==> src/rtl/dmem_arbiter_if.sv <==
// dmem_arbiter_if: CPU, DBG and RAM signal bundle
// for the shared data-RAM arbiter.
interface dmem_arbiter_if #(
   parameter int ADDR_W = 6,
   parameter int DATA_W = 32
);
   logic              cpu_req;
   logic              cpu_we;
   logic [31:0]       cpu_addr;
   logic [DATA_W-1:0] cpu_wdata;
   logic              cpu_gnt;
   logic              cpu_stall;
   logic              cpu_rvalid;
   logic [DATA_W-1:0] cpu_rdata;

   logic              dbg_req;
   logic              dbg_we;
   logic              dbg_lock;
   logic [31:0]       dbg_addr;
   logic [DATA_W-1:0] dbg_wdata;
   logic              dbg_gnt;
   logic              dbg_rvalid;
   logic [DATA_W-1:0] dbg_rdata;

   logic [ADDR_W-1:0] ram_a;
   logic [DATA_W-1:0] ram_d;
   logic              ram_we;
   logic [DATA_W-1:0] ram_spo;

   modport master (
      output cpu_req, cpu_we, cpu_addr, cpu_wdata,
      input  cpu_gnt, cpu_stall, cpu_rvalid, cpu_rdata,
      output dbg_req, dbg_we, dbg_lock, dbg_addr, dbg_wdata,
      input  dbg_gnt, dbg_rvalid, dbg_rdata,
      input  ram_a, ram_d, ram_we,
      output ram_spo
   );

   modport slave (
      input  cpu_req, cpu_we, cpu_addr, cpu_wdata,
      output cpu_gnt, cpu_stall, cpu_rvalid, cpu_rdata,
      input  dbg_req, dbg_we, dbg_lock, dbg_addr, dbg_wdata,
      output dbg_gnt, dbg_rvalid, dbg_rdata,
      output ram_a, ram_d, ram_we,
      input  ram_spo
   );
endinterface

==> src/rtl/dmem_arbiter.sv <==
// dmem_arbiter: shares the single-port data RAM between
// the MEM stage and the debug/loader port.
module dmem_arbiter #(
   parameter int ADDR_W    = 6,
   parameter int DATA_W    = 32,
   parameter int MAX_BURST = 4
) (
   input logic           clk,
   input logic           reset,
   dmem_arbiter_if.slave bus
);
   localparam int CNT_W = 4;
   localparam logic [CNT_W-1:0] CNT_MAX = CNT_W'(MAX_BURST);

   typedef enum logic {
      WIN_CPU = 1'b0,
      WIN_DBG = 1'b1
   } winner_e;

   winner_e          last_winner;
   logic             lock_active;
   logic [CNT_W-1:0] burst_cnt;
   logic             burst_ok;
   logic             cpu_win;
   logic             dbg_win;
   logic             unused_addr_bits;

   // Per-cycle grant: single requester wins, locked DBG
   // burst wins until the limit, otherwise round-robin.
   always_comb begin
      cpu_win  = 1'b0;
      dbg_win  = 1'b0;
      burst_ok = lock_active && (burst_cnt < CNT_MAX);
      unique case (1'b1)
         (bus.cpu_req && !bus.dbg_req): cpu_win = 1'b1;
         (!bus.cpu_req && bus.dbg_req): dbg_win = 1'b1;
         (bus.cpu_req && bus.dbg_req && burst_ok):
            dbg_win = 1'b1;
         (bus.cpu_req && bus.dbg_req && !burst_ok): begin
            if (last_winner == WIN_DBG) cpu_win = 1'b1;
            else                        dbg_win = 1'b1;
         end
         default: ;
      endcase
   end

   // RAM mux follows the winner; idle cycles park on CPU.
   always_comb begin
      if (dbg_win) begin
         bus.ram_a = bus.dbg_addr[ADDR_W+1:2];
         bus.ram_d = bus.dbg_wdata;
      end else begin
         bus.ram_a = bus.cpu_addr[ADDR_W+1:2];
         bus.ram_d = bus.cpu_wdata;
      end
      bus.ram_we = (dbg_win & bus.dbg_we)
                 | (cpu_win & bus.cpu_we);
   end

   assign bus.cpu_gnt   = cpu_win;
   assign bus.dbg_gnt   = dbg_win;
   assign bus.cpu_stall = bus.cpu_req & ~cpu_win;

   assign unused_addr_bits = ^{bus.cpu_addr[31:ADDR_W+2],
                               bus.cpu_addr[1:0],
                               bus.dbg_addr[31:ADDR_W+2],
                               bus.dbg_addr[1:0]};

   // Capture read data for the granted reader; 1-cycle pulse.
   always_ff @(posedge clk or negedge reset) begin
      if (!reset) begin
         bus.cpu_rvalid <= 1'b0;
         bus.dbg_rvalid <= 1'b0;
         bus.cpu_rdata  <= '0;
         bus.dbg_rdata  <= '0;
      end else begin
         bus.cpu_rvalid <= cpu_win & ~bus.cpu_we;
         bus.dbg_rvalid <= dbg_win & ~bus.dbg_we;
         if (cpu_win && !bus.cpu_we) bus.cpu_rdata <= bus.ram_spo;
         if (dbg_win && !bus.dbg_we) bus.dbg_rdata <= bus.ram_spo;
      end
   end

   // Track last winner and the saturating DBG burst count.
   always_ff @(posedge clk or negedge reset) begin
      if (!reset) begin
         last_winner <= WIN_DBG;
         lock_active <= 1'b0;
         burst_cnt   <= '0;
      end else if (cpu_win) begin
         last_winner <= WIN_CPU;
         lock_active <= 1'b0;
         burst_cnt   <= '0;
      end else if (dbg_win) begin
         last_winner <= WIN_DBG;
         if (bus.dbg_lock) begin
            lock_active <= 1'b1;
            if (bus.cpu_req && burst_cnt != CNT_MAX)
               burst_cnt <= burst_cnt + 1'b1;
         end else begin
            lock_active <= 1'b0;
            burst_cnt   <= '0;
         end
      end else begin
         lock_active <= 1'b0;
         burst_cnt   <= '0;
      end
   end
endmodule

==> src/flat_wrapper.sv <==
// flat-port wrapper written by rule: the top's interface ports become plain ports
module dmem_arbiter_flat 
#(
   parameter int ADDR_W    = 6,
   parameter int DATA_W    = 32,
   parameter int MAX_BURST = 4
)
  (clk, reset, bus_cpu_req, bus_cpu_we, bus_cpu_addr, bus_cpu_wdata, bus_cpu_gnt, bus_cpu_stall, bus_cpu_rvalid, bus_cpu_rdata, bus_dbg_req, bus_dbg_we, bus_dbg_lock, bus_dbg_addr, bus_dbg_wdata, bus_dbg_gnt, bus_dbg_rvalid, bus_dbg_rdata, bus_ram_a, bus_ram_d, bus_ram_we, bus_ram_spo);
  dmem_arbiter_if #(.ADDR_W(ADDR_W), .DATA_W(DATA_W)) bus_i ();
  input logic clk;
  input logic reset;
  input wire logic [$bits(bus_i.cpu_req)-1:0] bus_cpu_req;
  input wire logic [$bits(bus_i.cpu_we)-1:0] bus_cpu_we;
  input wire logic [$bits(bus_i.cpu_addr)-1:0] bus_cpu_addr;
  input wire logic [$bits(bus_i.cpu_wdata)-1:0] bus_cpu_wdata;
  output wire logic [$bits(bus_i.cpu_gnt)-1:0] bus_cpu_gnt;
  output wire logic [$bits(bus_i.cpu_stall)-1:0] bus_cpu_stall;
  output wire logic [$bits(bus_i.cpu_rvalid)-1:0] bus_cpu_rvalid;
  output wire logic [$bits(bus_i.cpu_rdata)-1:0] bus_cpu_rdata;
  input wire logic [$bits(bus_i.dbg_req)-1:0] bus_dbg_req;
  input wire logic [$bits(bus_i.dbg_we)-1:0] bus_dbg_we;
  input wire logic [$bits(bus_i.dbg_lock)-1:0] bus_dbg_lock;
  input wire logic [$bits(bus_i.dbg_addr)-1:0] bus_dbg_addr;
  input wire logic [$bits(bus_i.dbg_wdata)-1:0] bus_dbg_wdata;
  output wire logic [$bits(bus_i.dbg_gnt)-1:0] bus_dbg_gnt;
  output wire logic [$bits(bus_i.dbg_rvalid)-1:0] bus_dbg_rvalid;
  output wire logic [$bits(bus_i.dbg_rdata)-1:0] bus_dbg_rdata;
  output wire logic [$bits(bus_i.ram_a)-1:0] bus_ram_a;
  output wire logic [$bits(bus_i.ram_d)-1:0] bus_ram_d;
  output wire logic [$bits(bus_i.ram_we)-1:0] bus_ram_we;
  input wire logic [$bits(bus_i.ram_spo)-1:0] bus_ram_spo;
  assign bus_i.cpu_req = bus_cpu_req;
  assign bus_i.cpu_we = bus_cpu_we;
  assign bus_i.cpu_addr = bus_cpu_addr;
  assign bus_i.cpu_wdata = bus_cpu_wdata;
  assign bus_cpu_gnt = bus_i.cpu_gnt;
  assign bus_cpu_stall = bus_i.cpu_stall;
  assign bus_cpu_rvalid = bus_i.cpu_rvalid;
  assign bus_cpu_rdata = bus_i.cpu_rdata;
  assign bus_i.dbg_req = bus_dbg_req;
  assign bus_i.dbg_we = bus_dbg_we;
  assign bus_i.dbg_lock = bus_dbg_lock;
  assign bus_i.dbg_addr = bus_dbg_addr;
  assign bus_i.dbg_wdata = bus_dbg_wdata;
  assign bus_dbg_gnt = bus_i.dbg_gnt;
  assign bus_dbg_rvalid = bus_i.dbg_rvalid;
  assign bus_dbg_rdata = bus_i.dbg_rdata;
  assign bus_ram_a = bus_i.ram_a;
  assign bus_ram_d = bus_i.ram_d;
  assign bus_ram_we = bus_i.ram_we;
  assign bus_i.ram_spo = bus_ram_spo;
  dmem_arbiter #(.ADDR_W(ADDR_W), .DATA_W(DATA_W), .MAX_BURST(MAX_BURST)) u_core (.clk(clk), .reset(reset), .bus(bus_i));
endmodule
==> config.mk <==
export PLATFORM = sky130hd
export DESIGN_NAME = dmem_arbiter_flat
export DESIGN_NICKNAME = d
export VERILOG_FILES = /design/src/rtl/dmem_arbiter_if.sv /design/src/rtl/dmem_arbiter.sv /design/src/flat_wrapper.sv
export SDC_FILE = /design/constraint.sdc
export NUM_CORES = 1
export LEC_CHECK = 0
export CORE_AREA = 4 4 106 108
export CTS_CLUSTER_SIZE = 12
export DETAILED_ROUTE_END_ITERATION = 12
export DIE_AREA = 0 0 110 112
export PLACE_DENSITY = 0.8
export SLEW_MARGIN = 20
export SYNTH_ARGS = -nofsm -noshare
export SYNTH_HDL_FRONTEND = slang
export SYNTH_SLANG_ARGS = --single-unit
==> constraint.sdc <==
create_clock -name clk -period 2.1 [get_ports clk]
set_input_delay 0.315 -clock clk [delete_from_list [all_inputs] [get_ports clk]]
set_output_delay 0.315 -clock clk [all_outputs]
set_load 0.01 [all_outputs]
==> results_dict.tcl <==
set metrics [dict create \
    status "complete, but fails checks" \
    violations "negative setup slack" \
    root_buffer "clkbuf_8" \
    drc 0 \
    relSlewSlack_pct 75.4 \
    final.min_clock_period_ps 2110 \
    regArea_um2 1800 \
    boundaryPins 275 \
    drive_gt1_share_pct 37.3 \
    multiInputGateArea_um2 1620 \
    final_common_cell "clkdlybuf4s50_1" \
    area.growth.synth_to_final_pct 93.1 \
    synth_largest_area_cell "dfrtp_1" \
    cts_buffers 9 \
    worstSetupStartpointType "flop" \
    syn_inst 299 \
    antenna_left 0 \
    clockBufferDepth 2 \
    cts_tree "yes" \
    antenna_cells 0 \
    p_per_area_nw_per_um2 735 \
    setup_viol 1 \
    die_w_um 110 \
    finalHoldViolations 0 \
    required_ps 1780 \
    timing.final.crit_share_pct 100 \
    ys_ff_latch 72 \
    fp.dieH_um 112 \
    synth.avg_cell_area_um2 11.1 \
    yosysUniqueCellTypes 28 \
    slew_viol_final 0 \
    drt_wl_total_mm 12.0 \
    clk_latency_ps 340 \
    synth.top_cell.area_share_pct 53.5 \
    grt_setup_unrepaired "yes" \
    die_area_um2 12300 \
    grt.overflow.total 0 \
    dpl.hpwl_mm 8.56 \
    grt_pass1_wl_mm 17.9 \
    htree_num_levels 3 \
    port_buffers 222 \
    fin_util_pct 62.7 \
    avgViaCountPerCell 4.55 \
    grt_max_degree 26 \
    antenna_found_initial 0 \
    clock-skew-final_ps 5.74 \
    ys_warn_count 0 \
    ir_drop_uv 501 \
    fmax_mhz 475 \
    dpl_cell_area_um2 5860 \
    whs_ps 426 \
    layout_common_cells "clkdlybuf4s50_1 (179), nand2_1 (72), dfrtp_1 (71)" \
    cap_violations 0 \
    drtIter0Drc 144 \
    core_area_um2 10200 \
    finalWorstSetupSlack_ps -6.52 \
    hold_path_class "primary input to asynchronous set/reset pin" \
    fill_cells 798 \
    grt_pass1_vias 3357 \
    gp_congestion 0.856 \
    grt_usage_pct 18.6 \
    cts_sinks 72 \
    start_util_pct 32.5 \
    worstMarginPinSlew_ps 370 \
    place_inst 663 \
    cp.arrival_ps 1790 \
    final_cell_area_um2 6420 \
    ys_seq_area_share_pct 54.3 \
    nNetsFinal 722 \
    first_pass_iters 4 \
    end_kind "output port" \
    critPathMaxFanout 5 \
    wl_per_cell_um 17.3 \
    finalNonFillerCells 693 \
    ys_top_cells_by_area "dfrtp_1 (53%), mux2_2 (14%), nand2_1 (13%)" \
    synth.cell_area_um2 3320 \
    power.leakage_uw 0.00295 \
    syn_nets 468 \
    worstSetupPathType "flop to output port" \
    cts.clk_slew.worst_paths_ps 70 \
    rows 37 \
    dr_total_vias 3154 \
]
[final timing paths]
check | start | to | slack [ps] | cells after the start
worst max-delay path | u_core.burst_cnt[2] | bus_ram_d[24] | -7 | 8
worst min-delay path | reset | u_core.bus.dbg_rdata[19] | 430 | 2
worst max register to register | u_core.burst_cnt[2] | u_core.bus.dbg_rdata[8] | 40 | 10
worst min register to register | u_core.bus.cpu_rdata[15] | u_core.bus.cpu_rdata[15] | 500 | 1
max in group asynchronous | reset | u_core.last_winner | 1150 | 3
min in group clk | u_core.bus.cpu_rdata[15] | u_core.bus.cpu_rdata[15] | 500 | 1
[through the flow]
| stage | setup WS [ps] | total power (uW) | TNS, ps |
|---|---|---|---|
| after global placement | -268 | 3520 | -10730 |
| after floorplan | 400 | 2440 | 0 |
| after CTS | -78.3 | 4690 | -774 |
| after global routing | -122 | 4960 | -3830 |
| final | -6.52 | 4720 | -6.52 |
| after detailed placement | -273 | 3560 | -10870 |
[report_power, final]
| group | total [uW] | leakage, uW | internal, uW | switching, uW |
|---|---|---|---|---|
| logic | 1870 | 0.00200 | 1160 | 706 |
| clock network | 1050 | 0.0000948 | 538 | 513 |
| registers | 1800 | 0.000858 | 1650 | 145 |
| total | 4720 | 0.00295 | 3350 | 1360 |
[sequential cells by signal, indices dropped and copies added (netlist names)]
name	flops
u_core.last_winner	1
u_core.bus.cpu_rdata	32
u_core.bus.cpu_rvalid	1
u_core.bus.dbg_rvalid	1
u_core.burst_cnt	4
u_core.lock_active	1
u_core.bus.dbg_rdata	32
[synth_stat cells, drive strengths merged]
| master | number |
|---|---|
| a21oi | 3 |
| a22o | 1 |
| buf | 6 |
| clkbuf | 8 |
| dfrtp | 71 |
| dfstp | 1 |
| ha | 2 |
| inv | 8 |
| mux2 | 64 |
| nand2 | 119 |
| nand2b | 1 |
| nand3b | 1 |
| nand4 | 2 |
| nor2 | 3 |
| nor3 | 2 |
| nor3b | 1 |
| o2111a | 1 |
| o21a | 1 |
| o21ai | 2 |
| or3 | 1 |
| xnor2 | 1 |
[kinds of logic after synthesis]
kind of cell,share of synthesized area [%]
AO/OA/AOI/OAI,1.69
XOR/XNOR,0.264
adder cells (fa/ha/maj),0.753
buffers and inverters,3.35
flip-flops,54.3
multiplexers,23.8
AND/OR/NAND/NOR,15.9
[repair_timing]
item,4_1_cts,5_1_grt
endpoints found under the hold margin,11,0
gates cloned,5,2
setup endpoints to repair,42,75
setup buffers,9,2
resized for setup,199,68
hold buffers,1,0
pin swaps,9,24
[critical path, cell delays in order, from the launching register on]
cell and delay [ps]:
dfrtp_1 410, nor3b_4 260, o21ai_4 110, buf_6 130, buf_12 140, clkbuf_16 160
nand2_2 50, nand2_1 60, buf_2 150
[per-layer routing]
layer / GRT usage [%] / vias to the layer above / wire, um
met5: 0 / - / 0
met1: 22.7 / 1533 / 4600
met3: 4.99 / 25 / 682
met2: 32.3 / 109 / 6440
li1: - / 1487 / -
met4: 4.82 / 0 / 292
[cell type report]
cell class / count / area share, %
clock buffer: 9 / 1.93
multi-input combinational: 205 / 25.3
timing repair buffer: 257 / 40.4
clock inverter: 6 / 0.956
inverter: 8 / 0.702
sequential: 72 / 28.1
tap: 136 / 2.65
Power figures use the tool's default switching activity.
